==> src/rtl/regfile_write_arbiter_pkg.sv <==
// Shared constants for the register-file write arbiter.
// Requester indices select bits of the request/grant vectors.
package regfile_write_arbiter_pkg;

    localparam int DATA_W_DEF   = 16;
    localparam int NUM_REGS_DEF = 8;
    localparam int ADDR_W_DEF   = 4;
    localparam int CNT_W        = 16;

    localparam int REQ_A = 0;
    localparam int REQ_B = 1;

endpackage

==> src/rtl/regfile_write_arbiter_rr_arbiter_2.sv <==
// Two-way round-robin arbiter with a 1-bit priority pointer.
// Pointer 0 favours A; after any grant it points at the other side.
module rr_arbiter_2
    import regfile_write_arbiter_pkg::*;
(
    input  logic       clk,
    input  logic       rst_n,
    input  logic [1:0] req_i,
    output logic [1:0] gnt_o,
    output logic       ptr_o
);

    logic ptr_q;
    logic ptr_d;

    always_comb begin
        gnt_o = '0;
        ptr_d = ptr_q;
        if (req_i[REQ_A] && (!req_i[REQ_B] || ptr_q == 1'(REQ_A))) begin
            gnt_o[REQ_A] = 1'b1;
            ptr_d        = 1'(REQ_B);
        end else if (req_i[REQ_B]) begin
            gnt_o[REQ_B] = 1'b1;
            ptr_d        = 1'(REQ_A);
        end
    end

    always_ff @(posedge clk or negedge rst_n) begin
        if (!rst_n) begin
            ptr_q <= 1'(REQ_A);
        end else begin
            ptr_q <= ptr_d;
        end
    end

    assign ptr_o = ptr_q;

endmodule

==> src/rtl/regfile_write_arbiter.sv <==
// Arbitrates two write requesters onto one register bank write port.
// The winning write is staged one cycle, then drives one-hot ce and data.
module regfile_write_arbiter
    import regfile_write_arbiter_pkg::*;
#(
    parameter int DATA_W   = DATA_W_DEF,
    parameter int NUM_REGS = NUM_REGS_DEF,
    parameter int ADDR_W   = ADDR_W_DEF
) (
    input  logic                clk,
    input  logic                rst_n,
    input  logic                req_a,
    input  logic [ADDR_W-1:0]   addr_a,
    input  logic [DATA_W-1:0]   data_a,
    input  logic                req_b,
    input  logic [ADDR_W-1:0]   addr_b,
    input  logic [DATA_W-1:0]   data_b,
    output logic                ack_a,
    output logic                ack_b,
    output logic                err_a,
    output logic                err_b,
    output logic [NUM_REGS-1:0] reg_ce,
    output logic [DATA_W-1:0]   reg_data,
    output logic [CNT_W-1:0]    wr_count
);

    localparam logic [ADDR_W:0]   NREGS  = (ADDR_W+1)'(NUM_REGS);
    localparam logic [NUM_REGS-1:0] CE_ONE = NUM_REGS'(1);

    logic [1:0]          eff;
    logic [1:0]          gnt;
    logic                unused_ptr;
    logic [ADDR_W-1:0]   win_addr;
    logic [DATA_W-1:0]   win_data;
    logic                in_rng;
    logic                commit;

    logic                ack_a_q, ack_a_d;
    logic                ack_b_q, ack_b_d;
    logic                err_a_q, err_a_d;
    logic                err_b_q, err_b_d;
    logic [NUM_REGS-1:0] ce_q, ce_d;
    logic [DATA_W-1:0]   data_q, data_d;
    logic [CNT_W-1:0]    cnt_q, cnt_d;

    // A request is hidden in its ack cycle so a held request is not granted twice.
    assign eff[REQ_A] = req_a & ~ack_a_q;
    assign eff[REQ_B] = req_b & ~ack_b_q;

    rr_arbiter_2 u_arb (
        .clk   (clk),
        .rst_n (rst_n),
        .req_i (eff),
        .gnt_o (gnt),
        .ptr_o (unused_ptr)
    );

    always_comb begin
        win_addr = gnt[REQ_B] ? addr_b : addr_a;
        win_data = gnt[REQ_B] ? data_b : data_a;
        in_rng   = {1'b0, win_addr} < NREGS;
        commit   = (|gnt) && in_rng;

        ack_a_d  = gnt[REQ_A];
        ack_b_d  = gnt[REQ_B];
        err_a_d  = gnt[REQ_A] && !in_rng;
        err_b_d  = gnt[REQ_B] && !in_rng;
        ce_d     = commit ? (CE_ONE << win_addr) : '0;
        data_d   = commit ? win_data : data_q;

        cnt_d    = cnt_q;
        if ((|ce_q) && (cnt_q != '1)) begin
            cnt_d = cnt_q + 1'b1;
        end
    end

    always_ff @(posedge clk or negedge rst_n) begin
        if (!rst_n) begin
            ack_a_q <= 1'b0;
            ack_b_q <= 1'b0;
            err_a_q <= 1'b0;
            err_b_q <= 1'b0;
            ce_q    <= '0;
            data_q  <= '0;
            cnt_q   <= '0;
        end else begin
            ack_a_q <= ack_a_d;
            ack_b_q <= ack_b_d;
            err_a_q <= err_a_d;
            err_b_q <= err_b_d;
            ce_q    <= ce_d;
            data_q  <= data_d;
            cnt_q   <= cnt_d;
        end
    end

    assign ack_a    = ack_a_q;
    assign ack_b    = ack_b_q;
    assign err_a    = err_a_q;
    assign err_b    = err_b_q;
    assign reg_ce   = ce_q;
    assign reg_data = data_q;
    assign wr_count = cnt_q;

endmodule

==> config.mk <==
export PLATFORM = sky130hd
export DESIGN_NAME = regfile_write_arbiter
export DESIGN_NICKNAME = d
export VERILOG_FILES = /design/src/rtl/regfile_write_arbiter_pkg.sv /design/src/rtl/regfile_write_arbiter_rr_arbiter_2.sv /design/src/rtl/regfile_write_arbiter.sv
export SDC_FILE = /design/constraint.sdc
export NUM_CORES = 1
export LEC_CHECK = 0
export ABC_AREA = 1
export CORE_ASPECT_RATIO = 0.75
export CORE_MARGIN = 2
export CORE_UTILIZATION = 44
export DETAILED_ROUTE_END_ITERATION = 10
export HOLD_SLACK_MARGIN = 0.1
export PLACE_DENSITY = 0.77
export SLEW_MARGIN = 20
export SYNTH_ARGS = -nofsm -noshare
export SYNTH_HDL_FRONTEND = slang
export SYNTH_SLANG_ARGS = --single-unit
==> constraint.sdc <==
create_clock -name clk -period 2.06 [get_ports clk]
set_clock_uncertainty 0.2 [all_clocks]
set_input_delay 0.412 -clock clk [delete_from_list [all_inputs] [get_ports clk]]
set_output_delay 0.412 -clock clk [all_outputs]
set_load 0.02 [all_outputs]
Yosys cells after proc, flatten, opt, wreduce, memory -nomap -nowiden
Cells that the tools add are included.

operators by class
  add/subtract/negate cells = 1
  reductions and logical operators = 11
  mux-type cells = 8
  shifts and indexed selects = 1
  equal/unequal tests = 1
  bitwise logic cells = 5
  order comparisons = 1

operators with widths
  operator                 number
  $add A16 B1 Y16 const B  1
  $mux W16                 1
  $ne A16 B16 Y1 const B   1
  $mux W8                  1
  $reduce_or A8 Y1         1
  $shl A1 B4 Y8 const A    1
  $logic_and A1 B1 Y1      5
  $mux W1                  5
  $lt A4 B4 Y1 const B     1
  $mux W4                  1
  $not A1 Y1               3
  $and A1 B1 Y1            2
  $logic_not A1 Y1         2
  $reduce_bool A2 Y1       1
  $reduce_or A2 Y1         1
  $logic_or A1 B1 Y1       1

storage, ports and cells
  input port bits = 44
  output and inout port bits = 44
  bits in registers = 45
  word-level logic and storage cells = 36

Depth between registers and ports, before layout
  depth in word-level cells = 10
  depth in mapped cells = 10
  depth with buffers taken out = 9

Cells and area by module
From an unflattened synthesis, not the netlist that was laid out.

second synthesis, totals
  cell total of the unflattened synthesis = 303
  area, all modules = 2371.0 sq um

by module, submodules not included
  module                 times used  area each (sq um)  cells an instance
  regfile_write_arbiter  1           2303.5             293
  rr_arbiter_2           1           67.6               10

Worst setup path after synthesis
OpenSTA, ideal clock, no wires.

  kind = register to register
  from = register cnt_q[0], in the netlist wr_count[0]
  to = register cnt_q[11], in the netlist wr_count[11]
  path slack = 0.260 ns
  data arrival time = 1.483 ns
  setup time = 0.117 ns
  buffers on the path = 1
  cell stages (with the launch flop) = 10
  period minus slack after synthesis = 1.800 ns
  cells stage by stage = dfrtp_1 -> ha_1 -> nand3_2 -> inv_2 -> nand2_2 -> nor2_4 -> a21oi_1 -> buf_2 -> nand2_1 -> nand2_1

on the way
  cells in the longest elaborated chain, start to end = 2
  elaborated cells on any way between the ends = 3
  those cells by class = add/sub (1); eq/ne (1); reduce/logical (1)

RTL lines
  element                                                                  line                         source
  start: declaration                                                       regfile_write_arbiter.sv:44  logic [CNT_W-1:0] cnt_q, cnt_d;
  start signal: assignment                                                 regfile_write_arbiter.sv:93  cnt_q <= cnt_d;
  parallel branches: the longest is 2 deep, another holds $add A16 B1 Y16  -

Several ways; the timed one is not identified.
A chain may end at the register's enable or synchronous reset.

Worst setup path after layout
  from = register cnt_q[1], in the netlist wr_count[1]
  to = output wr_count[1]

RTL lines
  element           line                         source
  end: declaration  regfile_write_arbiter.sv:24  output logic [CNT_W-1:0] wr_count

No word-level cell between the ends.

==> Implementation_results.wiki <==
{| class="wikitable"
! Metric !! Value
|-
| Achievable clock frequency || 497 MHz
|-
| Slew at the pin closest to its max-slew limit || roughly 0.57 ns
|-
| Crit path capture type || primary output
|-
| Pin count of the biggest net entering global routing || between 40 and 50
|-
| Number of buffers created by CTS || 5
|-
| Maximum net fanout on the critical path || 4
|-
| Number of buffers inserted by post-CTS setup repair || 0
|-
| Antenna diodes || 0
|-
| Synthesis-stage register bit count || 45
|-
| Slew HR || 62.3%
|-
| Delay of the slowest cell on the worst path || about 0.60 ns
|-
| Power density of the placed cells || 889 mW/mm^2
|-
| Cell leakage power || 0.00180 uW
|-
| Clock tree from TritonCTS || yes
|-
| Multi-input logic area || 0.00109 sq mm
|-
| Worst hold margin || ~0.28 ns
|-
| Vias in the first global route || 2,268
|-
| Port Buffers || 87
|-
| Number of buffers on the longest clock path || 2
|-
| Final std cell area, no fill || 0.00352 sq mm
|-
| Average wire length per cell after detail routing || 12.0 um
|-
| Post-route DRC || 0
|-
| Number of buffer and inverter stages on the critical path || 2
|-
| Cell Area, Placed || 0.00337 sq mm
|-
| Number of primary I/O pins || 88
|-
| Antenna violations before repair || 0
|-
| Insertion delay to the later sink of the worst-skew pair || 0.29 ns
|-
| Die Span X || roughly 88 um
|-
| Clock input transition at the sequential cells of the worst setup and hold paths || 0.09 ns
|-
| Clk Tree Root Cell || sky130_fd_sc_hd__clkbuf_8
|-
| # clock sinks || 45
|-
| Post-Synthesis Cells || 324
|-
| Number of hold violations in the final report || 0
|-
| Result of the run || complete, no violations
|-
| Maximum vdd drop || about 440 uV
|-
| Crit path DAT || around 1.4 ns
|-
| Number of nets with antenna violations after routing || 0
|-
| Chip height || a little under 70 um
|-
| Portion of the clock cycle consumed by the worst path in the final layout || 97.7%
|-
| Type of element launching the critical path || flip-flop
|-
| Number of violations reported at the end of detailed-routing iteration 0 || 119
|-
| Post-synthesis instance area || 0.00235 sq mm
|-
| Avg Inst Size Synth || 7.24 sq um
|-
| Total congestion overflow after global routing || 0
|-
| Required time reported for the critical path endpoint || 1.45 ns
|-
| Number of vias after detailed routing || 2,320
|-
| Worst Path Class, Setup || reg2out
|-
| Die Footprint || 0.00594 sq mm
|-
| Total length of routed wires || between 5000 and 6000 um
|-
| Yosys warning count || 0
|-
| Final Critical Period || 2.01 ns
|-
| Core Box Area || roughly 0.005 sq mm
|-
| First-pass GRT wire length || 10,100 um
|-
| Final-report max-slew violation count || 0
|-
| Class of the tightest hold or removal check || reg2reg
|-
| Sum Neg Setup Slack || 0 ns
|-
| Initial Utilization || 46.9%
|-
| Share of synthesized area occupied by flip-flops and latches || 48.0%
|-
| Setup Viol. Count Final || 0
|-
| Net count after synthesis || about 370
|-
| Number of filler cells placed in the layout || 439
|-
| Synthesis-to-layout area growth || 50.1%
|-
| Number of distinct standard cells referenced by the synthesized netlist || 23
|-
| Cell at the slowest stage of the critical path || sky130_fd_sc_hd__clkdlybuf4s50_1
|-
| First-pass detailed-route iteration total || 4
|-
| Flip-flop and latch area || 0.00113 sq mm
|-
| Max-cap check violation count || 0
|-
| Post-DR vias/cell || 4.66
|-
| Cell family contributing the most delay on the critical path || buffers and inverters
|-
| Unrepaired setup endpoints after global routing || false
|-
| Layout cells sized above 1 || 8.22%
|-
| CTS H-tree lvls || 2
|-
| Fin nets || 470
|-
| Cell Rows || 22
|-
| GRT Resource Usage Total || 22.2%
|-
| RePlAce Congestion || ~0.87
|-
| Worst path cell trace || buf_4 > clkdlybuf4s50_1
|-
| Half-perimeter wire length after placement || 4530 um
|}
-- cells in the final DEF, fill, tap and decap left out, types with 2 or more instances in the layout --
master and instances:
sky130_fd_sc_hd__dfrtp_1 45, sky130_fd_sc_hd__clkdlybuf4s50_1 80, sky130_fd_sc_hd__nand4_1 4, sky130_fd_sc_hd__nor2_1 25
sky130_fd_sc_hd__buf_4 12, sky130_fd_sc_hd__nand2_1 179, sky130_fd_sc_hd__nand2_2 3, sky130_fd_sc_hd__nor2_4 2
sky130_fd_sc_hd__buf_12 2, sky130_fd_sc_hd__nand3_1 10, sky130_fd_sc_hd__nand3_2 2, sky130_fd_sc_hd__clkinv_1 2
sky130_fd_sc_hd__clkbuf_8 6, sky130_fd_sc_hd__o21ai_0 8, sky130_fd_sc_hd__dlymetal6s2s_1 6, sky130_fd_sc_hd__inv_1 18
sky130_fd_sc_hd__xnor2_1 10
-- layer usage --
metal	part of all wire (%)	track usage, %
met2	49	38.7
met3	5.6	5.62
met1	44	27.8
met4	1.2	5.68
met5	0	0
-- worst paths after layout --
path	start	to	slack [ns]	depth (start not counted)
max	wr_count[1]	wr_count[1]	0.05	2
min in group asynchronous	rst_n	reg_data[1]	0.54	3
min	reg_data[0]	reg_data[0]	0.28	2
min reg2reg	reg_data[0]	reg_data[0]	0.28	2
max reg2reg	wr_count[1]	wr_count[1]	0.29	8
max in group asynchronous	rst_n	ack_b	0.74	3
-- sequential cells by signal (all words and copies together) (netlist names) --
name         flops
wr_count        16
err_b            1
reg_ce           8
u_arb.ptr_o      1
ack_b            1
err_a            1
reg_data        16
ack_a            1
-- synth_stat cells (all sizes together) --
master  count  area, sq um
nand2     183          702
dfrtp      45         1130
nor2       28          123
inv        19         71.3
nand3      12         70.1
xnor2      10         87.6
o21ai       9         48.8
buf         8         58.8
nand4       4         25.0
a21oi       2         10.0
clkinv      2         7.51
ha          1         12.5
nor3        1         5.00
-- repair_timing --
action | 4_1_cts | 5_1_grt
endpoints found under the setup margin | 0 | 18
resized for setup | 0 | 7
hold endpoints to repair | 45 | 0
hold buffers | 1 | 0
-- per-stage QoR --
stage / util (%) / setup slack (ns) / cells / power [uW]
after floorplan: - / 0.260 / 324 / 1840
after global placement: 67.4 / 0.0196 / 489 / 2430
after detailed placement: 67.4 / -0.000561 / 489 / 2460
after CTS: 70.0 / 0.0183 / 498 / 3160
after global routing: 70.3 / 0.00158 / 498 / 3330
final: 70.3 / 0.0474 / 498 / 3130
-- power by group --
part / total [uW] / leakage [uW] / internal, uW / switching [uW]
Clock: 696 / 0.0000574 / 394 / 302
Combinational: 1250 / 0.00115 / 573 / 681
Sequential: 1180 / 0.000592 / 1050 / 129
-- area by class of cell --
type                       count  share of cell area (%)
clock buffer                   6                    2.34
clock inverter                 2                    1.07
inverter                      21                    2.24
multi-input combinational    250                    30.9
sequential                    45                    32.0
tap                           72                    2.56
timing repair buffer         102                    29.0
-- logic make-up (layout without fill, tap and decap cells) --
kind of cell / after synthesis / after routing / synth area share (%)
XOR/XNOR: 10 / 10 / 3.73
AND/OR/NAND/NOR: 228 / 228 / 39.4
buffers and inverters: 29 / 131 / 5.86
adder cells (fa/ha/maj): 1 / 1 / 0.533
AO/OA/AOI/OAI: 11 / 11 / 2.51
flip-flops: 45 / 45 / 48.0
-- worst min-delay path, cell delays in order (launching register included) --
cell and delay [ns]:
sky130_fd_sc_hd__dfrtp_1 0.35, sky130_fd_sc_hd__nand2_1 0.05, sky130_fd_sc_hd__nand2_1 0.06
(Power assumes the default switching activity.)
